`src/rtl/serial_buffer.sv`:
```
// rtl/serial_buffer.sv - TX/RX byte FIFO pair between the data memory stage and an external serial link
// Optional sticky overflow flags are enabled with the SERIAL_BUFFER_OVERFLOW_EN macro.

module serial_buffer_fifo #(
    parameter int DEPTH = 8
) (
    input  logic       clk,
    input  logic       reset,
    input  logic       push_req,
    input  logic [7:0] push_data,
    input  logic       pop_req,
`ifdef SERIAL_BUFFER_OVERFLOW_EN
    input  logic       overflow_clr,
    output logic       overflow,
`endif
    output logic [7:0] head,
    output logic       not_empty,
    output logic       not_full
);

    localparam int AW = (DEPTH > 1) ? $clog2(DEPTH) : 1;
    localparam int CW = AW + 1;
    localparam logic [CW-1:0] FULL_COUNT = CW'(DEPTH);

    logic [7:0]    mem [DEPTH];
    logic [AW-1:0] wr_ptr;
    logic [AW-1:0] rd_ptr;
    logic [CW-1:0] count;
    logic          full;
    logic          empty;
    logic          push;
    logic          pop;

    // Flags come from the registered count, so a pop on a full FIFO cannot make room for the same-cycle push.
    assign full      = (count == FULL_COUNT);
    assign empty     = (count == '0);
    assign push      = push_req && !full;
    assign pop       = pop_req && !empty;
    assign not_empty = !empty;
    assign not_full  = !full;
    assign head      = empty ? 8'h00 : mem[rd_ptr];

    always_ff @(posedge clk) begin
        if (push) begin
            mem[wr_ptr] <= push_data;
        end
    end

    always_ff @(posedge clk or negedge reset) begin
        if (!reset) begin
            wr_ptr <= '0;
            rd_ptr <= '0;
            count  <= '0;
        end else begin
            if (push) begin
                wr_ptr <= wr_ptr + 1'b1;
            end
            if (pop) begin
                rd_ptr <= rd_ptr + 1'b1;
            end
            case ({push, pop})
                2'b10:   count <= count + 1'b1;
                2'b01:   count <= count - 1'b1;
                default: count <= count;
            endcase
        end
    end

`ifdef SERIAL_BUFFER_OVERFLOW_EN
    // A drop in the same cycle as a clear wins, so no overflow event is ever lost.
    always_ff @(posedge clk or negedge reset) begin
        if (!reset) begin
            overflow <= 1'b0;
        end else if (push_req && full) begin
            overflow <= 1'b1;
        end else if (overflow_clr) begin
            overflow <= 1'b0;
        end
    end
`endif

endmodule

module serial_buffer #(
    parameter int DEPTH = 8
) (
    input  logic       clk,
    input  logic       reset,
    input  logic [7:0] cpu_wdata_in,
    input  logic       cpu_wren_in,
    input  logic       cpu_rden_in,
    output logic [7:0] cpu_rdata_out,
    output logic       cpu_rx_valid_out,
    output logic       cpu_tx_ready_out,
    output logic [7:0] tx_data_out,
    output logic       tx_valid_out,
    input  logic       tx_ready_in,
    input  logic [7:0] rx_data_in,
    input  logic       rx_valid_in,
`ifdef SERIAL_BUFFER_OVERFLOW_EN
    output logic       tx_overflow_out,
    output logic       rx_overflow_out,
    input  logic       overflow_clr_in,
`endif
    output logic       rx_ready_out
);

    serial_buffer_fifo #(.DEPTH(DEPTH)) u_tx_fifo (
        .clk          (clk),
        .reset        (reset),
        .push_req     (cpu_wren_in),
        .push_data    (cpu_wdata_in),
        .pop_req      (tx_ready_in),
`ifdef SERIAL_BUFFER_OVERFLOW_EN
        .overflow_clr (overflow_clr_in),
        .overflow     (tx_overflow_out),
`endif
        .head         (tx_data_out),
        .not_empty    (tx_valid_out),
        .not_full     (cpu_tx_ready_out)
    );

    serial_buffer_fifo #(.DEPTH(DEPTH)) u_rx_fifo (
        .clk          (clk),
        .reset        (reset),
        .push_req     (rx_valid_in),
        .push_data    (rx_data_in),
        .pop_req      (cpu_rden_in),
`ifdef SERIAL_BUFFER_OVERFLOW_EN
        .overflow_clr (overflow_clr_in),
        .overflow     (rx_overflow_out),
`endif
        .head         (cpu_rdata_out),
        .not_empty    (cpu_rx_valid_out),
        .not_full     (rx_ready_out)
    );

endmodule

```
`config.mk`:
```
export PLATFORM = sky130hd
export DESIGN_NAME = serial_buffer
export DESIGN_NICKNAME = d
export VERILOG_FILES = /design/src/rtl/serial_buffer.sv
export SDC_FILE = /design/constraint.sdc
export NUM_CORES = 1
export LEC_CHECK = 0
export CAP_MARGIN = 20
export CORE_MARGIN = 1.5
export CORE_UTILIZATION = 40
export DETAILED_ROUTE_END_ITERATION = 10
export GPL_TIMING_DRIVEN = 0
export PLACE_DENSITY = 0.57
export SYNTH_ARGS = -nofsm -noshare
export SYNTH_HDL_FRONTEND = slang
export SYNTH_SLANG_ARGS = --single-unit
export TNS_END_PERCENT = 1
```
`constraint.sdc`:
```
create_clock -name clk -period 3.8 [get_ports clk]
set_clock_uncertainty 0.15 [all_clocks]
set_input_delay 0.76 -clock clk [delete_from_list [all_inputs] [get_ports clk]]
set_output_delay 0.76 -clock clk [all_outputs]
set_load 0.03 [all_outputs]
```
After elaboration in Yosys (flattened, before gate mapping) --
Memories as Yosys holds them, arrays and structs flattened. Cells that the tools add are included.
Storage, ports and cells: register bits after elaboration 20, RAM bits 128, input port bits 22, output and inout bits 20, word-level logic and storage cells 42, memories kept 2
Memories:
- u_rx_fifo.mem | depth 8, width 8, rd ports 1, clocked after Yosys merged registers in 0, wr ports 1, line 25 | logic [7:0] mem [DEPTH];
- u_tx_fifo.mem | depth 8, width 8, rd ports 1, clocked after Yosys merged registers in 0, wr ports 1, line 25
Cells by class: add/sub/neg operators 8, eq/ne operators 6, muxes and demuxes 8, reductions and logical operators 12
Operators with widths (count):
- 8-bit 2-to-1 mux | 2
- 4-bit one-hot mux with 2 select lines | 2
- 3-bit by 1-bit adder with 3-bit output, second input constant | 4
- 4-bit by 1-bit adder with 4-bit output, second input constant | 2
- 4-bit equality test, second input constant | 2
- 4-bit zero test | 2
- 4-bit by 1-bit subtractor with 4-bit output, second input constant | 2
- 2-bit by 1-bit equality test with 1-bit output, second input constant | 2
- 2-bit equality test, second input constant | 2
- 1-bit logical AND | 4
- 1-bit zero test | 4
- 1-bit 2-to-1 mux | 4
- 2-bit nonzero test | 2

Logic depth before layout (Yosys ltp) --
depth in word-level cells 5, depth in mapped cells 12, mapped depth without buffers 10

Hierarchy --
From an unflattened synthesis, not the netlist that was laid out.
Second synthesis, totals: cell total of the unflattened synthesis 320, area, all modules 6063.3 µm²
Modules (own cells, without submodules):
- serial_buffer_fifo | instances 2, cells an instance 160, area an instance 3031.7 µm², seq. area each 2172.1 µm²

Worst setup path after synthesis --
Ideal clock, no wire load.
path kind reg-to-reg, start point register u_rx_fifo.count[2], end point register u_rx_fifo.count[2], setup time 0.125 ns, data arrival time 2.447 ns, data required time 3.525 ns, slack 1.078 ns, stages on the path, launching flop included 13, path buffers 2, period minus slack after synthesis 2.722 ns, path through dfrtp_1 > buf_6 > nor4_4 > inv_2 > and2_4 > buf_6 > ha_1 > xor2_1 > ha_1 > a21oi_1 > xor2_1 > nor2_1 > xor2_1
On the way: word-level cells in the longest chain between the ends 5, elaborated cells between the ends (all ways) 12, those cells by class 2 x add/sub; 3 x eq/ne; 1 x mux; 6 x reduce/logical
Ends and longest elaborated chain:
- start: declaration | line 28 | logic [CW-1:0] count;
- start signal: assignment | line 62 | 2'b10: count <= count + 1'b1;
- start signal: assignment | line 63 | 2'b01: count <= count - 1'b1;
- start signal: assignment | line 64 | default: count <= count;
- 4-bit zero test (*) | line 36 | assign empty = (count == '0);
- 1-bit zero test (*)
- named net cpu_rx_valid_out | line 93 | output logic cpu_rx_valid_out,
- 1-bit logical AND (*) | line 38 | assign pop = pop_req && !empty;
- named net u_rx_fifo.pop | line 32 | logic pop;
- 2-bit by 1-bit equality test with 1-bit output or 2-bit equality test (tied branches) | line 61 | case ({push, pop})
- 4-bit one-hot mux with 2 select lines or 2-bit nonzero test (tied branches)
The timed path passes the listed nets; every way through them passes the cells marked *. A chain may end at the register's enable or synchronous reset.

Final worst setup path --
start point register u_rx_fifo.rd_ptr[0], end point output cpu_rdata_out[5]
On the way: word-level cells in the longest chain between the ends 2
Ends and longest elaborated chain:
- start: declaration | line 27 | logic [AW-1:0] rd_ptr;
- start signal: assignment | line 59 | rd_ptr <= rd_ptr + 1'b1;
- memory 8 x 8 bit
- 8-bit 2-to-1 mux | line 41 | assign head = empty ? 8'h00 : mem[rd_ptr];
- end: declaration | line 92 | output logic [7:0] cpu_rdata_out,
No other way between the ends.

==> results.tsv <==
stage	metric	value	unit
run_status	status	finished clean	
placement	routability cong.	0.736	
cts	# hold bufs at CTS	0	
layout	Post-Layout Cell Count	577	
floorplanning	die area	0.0159	mm²
power	peak supply drop	0.331	mV
synthesis	Ys Warns	0	
floorplanning	initial core utilization	41.3	%
drt	1st-pass router iterations	4	
hold_path	worst hold path type	register to register	
placement	port buffer count	41	
setup_path	crit path kind	register to output port	
drt	1st-iter DRT viols	198	
grt	total gr overflow	0	
floorplanning	core area	0.0147	mm²
setup_path	Req. time, crit path	2.89	ns
sta	max_slew headroom	34.7	%
job	Max Cap Viol	0	
placement	placed cell count	546	
placement	Post-DP HPWL	7110	µm
synthesis	top cell type's share of synthesized area	63.3	%
drt	vias per cell	5.12	
cts	CTS tree	built	
sta	setup TNS	0	ns
floorplanning	chip width	126	µm
setup_path	Worst R2R Setup Slack	0.85	ns
synthesis	leading post-synthesis cells by cell area	edfxtp_1, mux4_2, dfrtp_1	
grt	Top Usage Layer GRT	met2	
cts	clock slew at reported path FFs	0.06	ns
drt	Wirelength per Cell	19.8	µm
power	leakage	2.54	nW
cts	Clock Latency Late Sink	0.41	ns
grt	met1 Use GR	21.6	%
setup_path	worst-path fanout max	10	
grt	initial antenna violation count	0	
floorplanning	cell row count	44	
sta	Tcrit/Tclk final	95.6	%
setup_path	slowest CP cell	clkdlybuf4s50_1	
floorplanning	Ports	42	
layout	antenna cells	0	
setup_path	max incr delay on CP	0.64	ns
cts	CTS Buf Count	17	
drt	total routed wirelength	11400	µm
cts	Root Driver	clkbuf_16	
setup_path	WP buf/inv	3	
grt	M2 GR Usage	24.0	%
drt	DR vias	2956	
sta	Setup violations, final	0	
synthesis	sequential fraction of the synthesis area	71.5	%
synthesis	commonest cells in the synthesized netlist	edfxtp_1, mux4_2, nor2_1	
grt	global-route wire length before repair	17800	µm
power	pwr dens	855	mW/mm²
sta	achievable frequency	275	MHz
synthesis	Mapped Nets	352	
setup_path	worst path cell trace	clkbuf_4 -> buf_4 -> mux4_2 -> mux2i_1 -> nor2_1 -> clkdlybuf4s50_1	
synthesis	number of synthesized flops with an enable pin	128	
setup_path	R2R Path Start	u_rx_fifo.count[2]	
sta	Slew Viols, Final	0	
synthesis	Async S/R FF share, synth	13.5	%
grt	vias in the first global route	3139	
sta	unrepaired setup endpoints after global routing	no	
synthesis	Synth Instances	320	
synthesis	post-synthesis cell area	0.00607	mm²
synthesis	most common cell in the synthesized netlist	edfxtp_1	
setup_path	WP data arrival	2.72	ns
sta	worst slew pin tran	0.976	ns
setup_path	Critical Path Start	u_rx_fifo.rd_ptr[0]	
cts	CTS Sinks	148	
sta	Hold Fails Final Rpt	0	
layout	Area Overhead vs Synth	21.4	%
grt	largest net degree at the start of global routing	21	
synthesis	synthesized flop and latch total	148	
setup_path	Startpoint Class	register	
synthesis	Yosys top cell by area	edfxtp_1	
synthesis	Yosys cell types	35	
cts	H-tree depth	4	
layout	layout cell share with drive strength beyond 1	23.4	%
synthesis	main flop type after synthesis	edfxtp_1	
layout	fillers	1182	
cts	clock buffer depth	2	
setup_path	Critical Path Sink Type	output port	
synthesis	syn_area_per_cell	19.0	µm²
grt	M3 GR Usage	3.31	%
grt	Total GRT Usage	15.5	%
floorplanning	die height	126	µm
drt	Post-DRT Antenna Nets	0	
setup_path	delay-heaviest family, CP	buffers and inverters	
layout	Final nets	412	
sta	minimum clock period	3.63	ns
drt	DRC Markers	0	
hold_path	Hold Crit Start	u_tx_fifo.wr_ptr[0]	
-- final cells by class --
cell class / instances / area (µm²) / area share [%]
multi-input cells: 155 / 1670 / 22.6
clock inverters: 11 / 159 / 2.16
repair buffers: 42 / 420 / 5.70
well taps: 184 / 230 / 3.12
clock buffers: 21 / 440 / 5.97
plain buffers: 14 / 104 / 1.41
inverters: 2 / 7.51 / 0.102
flip-flops and latches: 148 / 4340 / 58.9
-- cell usage in the layout, fill, tap and decap left out, types with 2 or more instances in the layout --
| cell type | count |
|---|---|
| edfxtp_1 | 128 |
| clkdlybuf4s50_1 | 40 |
| mux4_2 | 32 |
| nor2_1 | 28 |
| dfrtp_1 | 20 |
| clkbuf_16 | 17 |
| mux2i_1 | 16 |
| ha_1 | 10 |
| xor2_1 | 9 |
| nand2_1 | 9 |
| xnor2_1 | 8 |
| nand2b_1 | 6 |
| nor3_2 | 6 |
| buf_6 | 5 |
| nand3_1 | 4 |
| a21oi_1 | 4 |
| clkbuf_1 | 4 |
| bufinv_16 | 4 |
| clkbuf_2 | 3 |
| mux2_2 | 3 |
| clkinv_2 | 3 |
| buf_2 | 2 |
| nor4_4 | 2 |
| buf_4 | 2 |
| buf_1 | 2 |
| inv_2 | 2 |
| mux2_4 | 2 |
| nor3b_1 | 2 |
| clkinv_1 | 2 |
-- stage by stage --
stage / power [W] / hold slack (ns) / worst slack [ns] / utilization (%) / instance area, µm²
2_1_floorplan: 0.00386 / 0.314 / 1.08 / - / 6070
4_1_cts: 0.00637 / 0.385 / 0.0207 / 50.1 / 7370
5_1_grt: 0.00661 / 0.402 / 0.0186 / 50.2 / 7370
3_5_place_dp: 0.00466 / 0.368 / 0.154 / 46.0 / 6760
6_report: 0.00630 / 0.376 / 0.167 / 50.2 / 7370
3_3_place_gp: 0.00459 / 0.363 / 0.123 / 45.7 / 6720
-- state kept, by name (all words and copies together), names as in the netlist --
register,cells
u_rx_fifo.mem,64
u_tx_fifo.mem,64
u_rx_fifo.count,4
u_tx_fifo.count,4
u_rx_fifo.rd_ptr,3
u_rx_fifo.wr_ptr,3
u_tx_fifo.rd_ptr,3
u_tx_fifo.wr_ptr,3
-- tightest hold or removal path, cell delays in order, from the launching register on --
cell     delay, ns
dfrtp_1       0.38
nand2_1       0.06
nand2_1       0.06
-- per-layer routing --
metal	up-vias	wire length, µm
li1	1371	-
met1	1520	5400
met2	52	5400
met3	13	443
met4	0	163
met5	-	0
-- worst paths after layout --
path | endpoint | depth (start not counted)
min reg2reg | u_tx_fifo.wr_ptr[0] | 2
min in group asynchronous | u_tx_fifo.wr_ptr[2] | 1
max in group asynchronous | u_rx_fifo.count[1] | 1
min | u_tx_fifo.wr_ptr[0] | 2
max reg2reg | u_rx_fifo.count[2] | 12
max | cpu_rdata_out[5] | 6
-- cell families (layout without fill, tap and decap cells) --
family	count (synthesis)	in the layout	share of synthesized area [%]
AO/OA/AOI/OAI	8	8	0.824
XOR/XNOR	17	17	2.45
adder cells (fa/ha/maj)	10	10	2.06
buffers and inverters	17	90	1.65
flip-flops	148	148	71.5
multiplexers	54	54	15.7
AND/OR/NAND/NOR	66	66	5.77
-- power by group --
group          switching [W]  internal, W
Combinational        0.00125      0.00106
Clock               0.000612      0.00109
Sequential          0.000193      0.00210
-- what timing repair did --
item	in CTS	in global routing
setup endpoints to repair	16	12
setup buffers	0	0
resized for setup	5	3
Note: power is estimated with default switching activity, not from simulation.
